<file path="src/rtl/uart_frame_pkg.sv">
// Shared types and constants for the UART framing stage.
package uart_frame_pkg;

  typedef enum logic [1:0] {
    ST_HUNT    = 2'd0,
    ST_LEN     = 2'd1,
    ST_PAYLOAD = 2'd2,
    ST_CHECK   = 2'd3
  } state_e;

  localparam logic [1:0] ERR_NONE    = 2'd0;
  localparam logic [1:0] ERR_LEN     = 2'd1;
  localparam logic [1:0] ERR_CHK     = 2'd2;
  localparam logic [1:0] ERR_TIMEOUT = 2'd3;

  localparam logic [7:0] DEFAULT_SOF_BYTE = 8'hA5;

endpackage

</file>
<file path="src/rtl/rx_byte_strobe.sv">
// Turns the receiver's READY level into a one-cycle byte event plus its byte.
// ready_q resets high so a READY already asserted at reset release is not a byte.
module rx_byte_strobe (
  input  logic       clk,
  input  logic       rst,
  input  logic       ready,
  input  logic [7:0] data,
  output logic       byte_ev,
  output logic [7:0] rx_byte
);

  logic ready_q;
  logic ready_d;

  always_comb ready_d = ready;

  always_ff @(posedge clk) begin
    if (rst) ready_q <= 1'b1;
    else     ready_q <= ready_d;
  end

  // The receiver holds DATA stable while READY is high, so no extra capture flop.
  assign byte_ev = ready & ~ready_q;
  assign rx_byte = data;

endmodule

</file>
<file path="src/rtl/uart_frame_decoder.sv">
// Frame decoder: SOF hunt, length check, payload streaming, additive checksum,
// and inter-byte timeout. Every output is registered.
module uart_frame_decoder
  import uart_frame_pkg::*;
#(
  parameter logic [7:0] SOF_BYTE     = DEFAULT_SOF_BYTE,
  parameter int         MAX_LEN      = 16,
  parameter int         TIMEOUT_CLKS = 100000
) (
  input  logic       i_CLK,
  input  logic       i_RST,
  input  logic       i_READY,
  input  logic [7:0] i_DATA,
  output logic       o_BYTE_VALID,
  output logic [7:0] o_BYTE,
  output logic [7:0] o_BYTE_IDX,
  output logic       o_FRAME_OK,
  output logic       o_FRAME_ERR,
  output logic [1:0] o_ERR_CODE,
  output logic [7:0] o_FRAME_LEN,
  output logic       o_BUSY
);

  localparam int               TMO_W     = $clog2(TIMEOUT_CLKS);
  localparam logic [TMO_W-1:0] TMO_LAST  = TMO_W'(TIMEOUT_CLKS - 1);
  localparam logic [7:0]       MAX_LEN_B = 8'(MAX_LEN);

  logic       byte_ev;
  logic [7:0] rx_byte;

  rx_byte_strobe u_strobe (
    .clk     (i_CLK),
    .rst     (i_RST),
    .ready   (i_READY),
    .data    (i_DATA),
    .byte_ev (byte_ev),
    .rx_byte (rx_byte)
  );

  state_e           state_q, state_d;
  logic [7:0]       len_q, len_d;
  logic [7:0]       sum_q, sum_d;
  logic [7:0]       idx_q, idx_d;
  logic [TMO_W-1:0] tmo_cnt_q, tmo_cnt_d;
  logic             byte_valid_q, byte_valid_d;
  logic [7:0]       byte_q, byte_d;
  logic [7:0]       byte_idx_q, byte_idx_d;
  logic             frame_ok_q, frame_ok_d;
  logic             frame_err_q, frame_err_d;
  logic [1:0]       err_code_q, err_code_d;
  logic [7:0]       frame_len_q, frame_len_d;
  logic             busy_q, busy_d;

  always_comb begin
    state_d      = state_q;
    len_d        = len_q;
    sum_d        = sum_q;
    idx_d        = idx_q;
    tmo_cnt_d    = tmo_cnt_q;
    byte_valid_d = 1'b0;
    byte_d       = byte_q;
    byte_idx_d   = byte_idx_q;
    frame_ok_d   = 1'b0;
    frame_err_d  = 1'b0;
    err_code_d   = err_code_q;
    frame_len_d  = frame_len_q;

    if (state_q == ST_HUNT) begin
      tmo_cnt_d = '0;
      if (byte_ev && rx_byte == SOF_BYTE) state_d = ST_LEN;
    end else if (byte_ev) begin
      // A byte landing on the expiry cycle takes priority over the timeout.
      tmo_cnt_d = '0;
      case (state_q)
        ST_LEN: begin
          if (rx_byte == 8'd0 || rx_byte > MAX_LEN_B) begin
            frame_err_d = 1'b1;
            err_code_d  = ERR_LEN;
            state_d     = ST_HUNT;
          end else begin
            len_d   = rx_byte;
            sum_d   = rx_byte;
            idx_d   = 8'd0;
            state_d = ST_PAYLOAD;
          end
        end
        ST_PAYLOAD: begin
          byte_valid_d = 1'b1;
          byte_d       = rx_byte;
          byte_idx_d   = idx_q;
          sum_d        = sum_q + rx_byte;
          idx_d        = idx_q + 8'd1;
          if (idx_q == len_q - 8'd1) state_d = ST_CHECK;
        end
        ST_CHECK: begin
          if (rx_byte == sum_q) begin
            frame_ok_d  = 1'b1;
            frame_len_d = len_q;
            err_code_d  = ERR_NONE;
          end else begin
            frame_err_d = 1'b1;
            err_code_d  = ERR_CHK;
          end
          state_d = ST_HUNT;
        end
        default: state_d = ST_HUNT;
      endcase
    end else if (tmo_cnt_q == TMO_LAST) begin
      frame_err_d = 1'b1;
      err_code_d  = ERR_TIMEOUT;
      tmo_cnt_d   = '0;
      state_d     = ST_HUNT;
    end else begin
      tmo_cnt_d = tmo_cnt_q + TMO_W'(1);
    end

    busy_d = (state_d != ST_HUNT);
  end

  always_ff @(posedge i_CLK) begin
    if (i_RST) begin
      state_q      <= ST_HUNT;
      len_q        <= '0;
      sum_q        <= '0;
      idx_q        <= '0;
      tmo_cnt_q    <= '0;
      byte_valid_q <= 1'b0;
      byte_q       <= '0;
      byte_idx_q   <= '0;
      frame_ok_q   <= 1'b0;
      frame_err_q  <= 1'b0;
      err_code_q   <= ERR_NONE;
      frame_len_q  <= '0;
      busy_q       <= 1'b0;
    end else begin
      state_q      <= state_d;
      len_q        <= len_d;
      sum_q        <= sum_d;
      idx_q        <= idx_d;
      tmo_cnt_q    <= tmo_cnt_d;
      byte_valid_q <= byte_valid_d;
      byte_q       <= byte_d;
      byte_idx_q   <= byte_idx_d;
      frame_ok_q   <= frame_ok_d;
      frame_err_q  <= frame_err_d;
      err_code_q   <= err_code_d;
      frame_len_q  <= frame_len_d;
      busy_q       <= busy_d;
    end
  end

  assign o_BYTE_VALID = byte_valid_q;
  assign o_BYTE       = byte_q;
  assign o_BYTE_IDX   = byte_idx_q;
  assign o_FRAME_OK   = frame_ok_q;
  assign o_FRAME_ERR  = frame_err_q;
  assign o_ERR_CODE   = err_code_q;
  assign o_FRAME_LEN  = frame_len_q;
  assign o_BUSY       = busy_q;

endmodule
</file>
<file path="config.mk">
export PLATFORM = sky130hd
export DESIGN_NAME = uart_frame_decoder
export DESIGN_NICKNAME = d
export VERILOG_FILES = /design/src/rtl/uart_frame_pkg.sv /design/src/rtl/rx_byte_strobe.sv /design/src/rtl/uart_frame_decoder.sv
export SDC_FILE = /design/constraint.sdc
export NUM_CORES = 1
export LEC_CHECK = 0
export BUFFER_PORTS_ARGS = -buffer_cell sky130_fd_sc_hd__buf_2
export CAP_MARGIN = 10
export CORE_ASPECT_RATIO = 1.4
export CORE_MARGIN = 2
export CORE_UTILIZATION = 62
export DETAILED_ROUTE_END_ITERATION = 8
export GPL_TIMING_DRIVEN = 0
export PLACE_DENSITY = 0.93
export SYNTH_ARGS = -nofsm -noshare
export SYNTH_HDL_FRONTEND = slang
export SYNTH_SLANG_ARGS = --single-unit
</file>
<file path="constraint.sdc">
create_clock -name i_CLK -period 6.3 [get_ports i_CLK]
set_input_delay 0.315 -clock i_CLK [delete_from_list [all_inputs] [get_ports i_CLK]]
set_output_delay 0.315 -clock i_CLK [all_outputs]
set_load 0.05 [all_outputs]
</file>
==> flow_summary_export.csv <==
group,metric,value,unit
critical_path,cp_top_family,"buffers and inverters",
flow_run,maxCapViolations,0,
placement,dp_worst_setup_slack,3850,ps
placement,dp.cells,524,
placement,portBuffers,38,
global_routing,globalRouteOverflowTotal,0,
critical_path,slowest_stage,"nor3_1",
sta,period_share,41.4,%
floorplanning,fp.dieW,68.2,um
synthesis,synthArstFlopShare,0,%
clock_tree,cts_tree,"done",
sta,max_slew_margin,32.7,%
synthesis,yosysUniqueCellTypes,49,
global_routing,grt_max_degree,14,
floorplanning,chipHeight,93.8,um
sta,rsz0062_at_grt,"no",
critical_path,startpoint,"state_q[0]$_SDFF_PP0_",
synthesis,syn-num-nets,445,
critical_path,path_depth,8,
clock_tree,cts_buffers,9,
drt,first_pass_iters,7,
clock_tree,htreeDepth,3,
floorplanning,rows,32,
global_routing,grt_pass1_vias,3204,
drt,wl_met1,3250,um
critical_path,cp_cell_sequence,"inv_1, ha_1, clkbuf_1, inv_1, nor3_1, buf_2, nand2_1, a21oi_1",
drt,routed-wl-met2,4260,um
pwr,p_leak,1.65,nW
sta,max_freq,383,MHz
sta,setup_tns,0,ps
clock_tree,clock_latency,360,ps
drt,routedWlPerCell,15.6,um
critical_path,ff2ff_setup_slack,3690,ps
global_routing,grt_first_pass_wirelength,13900,um
floorplanning,coreArea,5530,um^2
sta,whs,208,ps
drt,wl_met3,546,um
layout,area_growth,13.8,%
placement,gp_congestion,0.888,
placement,hpwl,6000,um
drt,drc,0,
critical_path,cp-start-kind,"flip-flop",
clock_tree,cts_root_buf,"clkbuf_8",
run_status,status,"finished clean",
pwr,power.total,0.905,mW
sta,hold_viol,0,
sta,finalSetupViolations,0,
clock_tree,clock-sinks,74,
layout,layout-drive-gt1-share,14.0,%
critical_path,critPathKind,"reg -> reg",
pwr,peakVddDrop,0.148,mV
synthesis,seq_area_frac_synth,41.5,%
clock_tree,cts.hold.buffers_added,0,
drt,top_layer,"met4",
hold_path,min_path_type,"in -> reg",
synthesis,yosysTopAreaCell,"dfxtp_1",
global_routing,antenna_found_initial,0,
layout,antennaDiodeCount,0,
drt,avgViaCountPerCell,6.12,
critical_path,crit_end,"o_BYTE[5]$_SDFFE_PP0P_",
synthesis,synth-main-ff-cell,"dfxtp_1",
synthesis,yosysWarnings,0,
drt,vias,3303,
synthesis,synth.area.top_cells,"dfxtp_1, nor2_1, nand2_1",
synthesis,netlist_instances,418,
critical_path,path_common_cell,"inv_1",
critical_path,crit_fanout,10,
layout,nFillCells,392,
critical_path,endpoint_kind,"flip-flop",
sta,skew,9.29,ps
synthesis,netlist_area,3570,um^2
clock_tree,path_clk_slew,80,ps
clock_tree,cts_setup_buffers,0,
critical_path,arrival,2890,ps
critical_path,slowest_delay,830,ps
synthesis,netlist.area_leader.share,41.5,%
floorplanning,die_area,6390,um^2
clock_tree,post_cts_resized,0,
sta,setup_ws,3690,ps
critical_path,r2r_cells,8,
global_routing,grt_util_all_layers,29.0,%
pwr,power_density,223,nW/um^2
layout,fin_util,73.6,%
placement,dpl-instance-area,3850,um^2
drt,drt_wl_total,8430,um
drt,ant_nets,0,
floorplanning,initial_utilization,64.7,%
clock_tree,ctsLongestPathBuffers,2,
layout,fin_nets,494,
critical_path,critPathRequiredTime,6580,ps
sta,drv_slew,0,
synthesis,synth_seq_cells,74,
synthesis,yosys-top-cells-count,"dfxtp_1, nor2_1, nand2_1",
layout,final_cells,540,
critical_path,path_buf_inv,4,
synthesis,synth_area_per_cell,8.55,um^2
hold_path,worstHoldPathCells,2,
critical_path,r2r_start,"state_q[0]$_SDFF_PP0_",
floorplanning,io_pins,41,
layout,stdcell_area,4070,um^2
synthesis,yosysMostFrequentCell,"dfxtp_1",
critical_path,r2r_end,"o_BYTE[5]$_SDFFE_PP0P_",
sta,tightest_slew,1000,ps
synthesis,synth_edf_count,0,
drt,drtIter0Drc,204,
sta,period_needed,2610,ps
[sequential cells by signal (all words and copies together) (netlist names), 2 cells and up]
| signal | cells |
|---|---|
| sum_q | 8 |
| o_BYTE_IDX | 8 |
| o_FRAME_LEN | 8 |
| o_ERR_CODE | 2 |
| len_q | 8 |
| tmo_cnt_q | 17 |
| idx_q | 8 |
| o_BYTE | 8 |
| state_q | 2 |
[power breakdown]
part	switching (mW)	internal, mW
registers	0.000296	0.468
clock network	0.183	0.224
logic	0.0204	0.00954
[area by class of cell]
cell class | instances | area, um^2 | share of cell area [%]
Clock buffer | 10 | 128 | 3.14
Inverter | 14 | 52.6 | 1.29
Buffer | 17 | 73.8 | 1.82
Multi-Input combinational cell | 313 | 1960 | 48.3
Sequential cell | 74 | 1480 | 36.4
Tap cell | 68 | 85.1 | 2.09
Timing Repair Buffer | 38 | 190 | 4.68
Clock inverter | 6 | 90.1 | 2.22
[layer usage]
| layer | track usage, % | up-vias |
|---|---|---|
| met5 | 0 | - |
| met1 | 33.0 | 1572 |
| met3 | 5.88 | 41 |
| met2 | 48.1 | 148 |
| met4 | 18.0 | 0 |
| li1 | - | 1542 |
[logic make-up after synthesis]
family                   synth area share [%]
AO/OA/AOI/OAI                            10.1
buffers and inverters                    3.54
AND/OR/NAND/NOR                          24.7
flip-flops                               41.5
multiplexers                             5.36
XOR/XNOR                                 9.07
adder cells (fa/ha/maj)                  5.81
[worst min path at each step]
| stage | start | end | slack, ps |
|---|---|---|---|
| after CTS | i_READY | u_strobe.ready_q$_SDFF_PP1_ | 190 |
| after floorplan | tmo_cnt_q[0]$_SDFF_PP0_ | tmo_cnt_q[0]$_SDFF_PP0_ | 410 |
| after global placement | tmo_cnt_q[0]$_SDFF_PP0_ | tmo_cnt_q[0]$_SDFF_PP0_ | 420 |
| after global routing | i_READY | u_strobe.ready_q$_SDFF_PP1_ | 220 |
| final | i_READY | u_strobe.ready_q$_SDFF_PP1_ | 210 |
| after detailed placement | tmo_cnt_q[0]$_SDFF_PP0_ | tmo_cnt_q[0]$_SDFF_PP0_ | 430 |
[placed cells by master, fill, tap and decap left out, drive strengths merged, types with 5 or more instances in the layout]
cell type / synthesis / layout
nand3: 19 / 19
nand2: 51 / 51
buf: 5 / 43
nor2: 54 / 54
nand4: 6 / 6
a211oi: 6 / 6
nor3: 15 / 15
inv: 14 / 15
ha: 15 / 15
clkbuf: 12 / 22
and3: 7 / 7
nand2b: 5 / 5
xnor2: 17 / 17
nor4: 6 / 6
mux2i: 18 / 18
a21oi: 28 / 28
o21ai: 7 / 7
dfxtp: 74 / 74
xor2: 20 / 20
[worst reg2reg max path, cell delays in order (launching register included)]
cell	delay [ps]
dfxtp_1	360
inv_1	130
ha_1	160
clkbuf_1	290
inv_1	140
nor3_1	830
buf_2	370
nand2_1	90
a21oi_1	160
(Power assumes the default switching activity.)
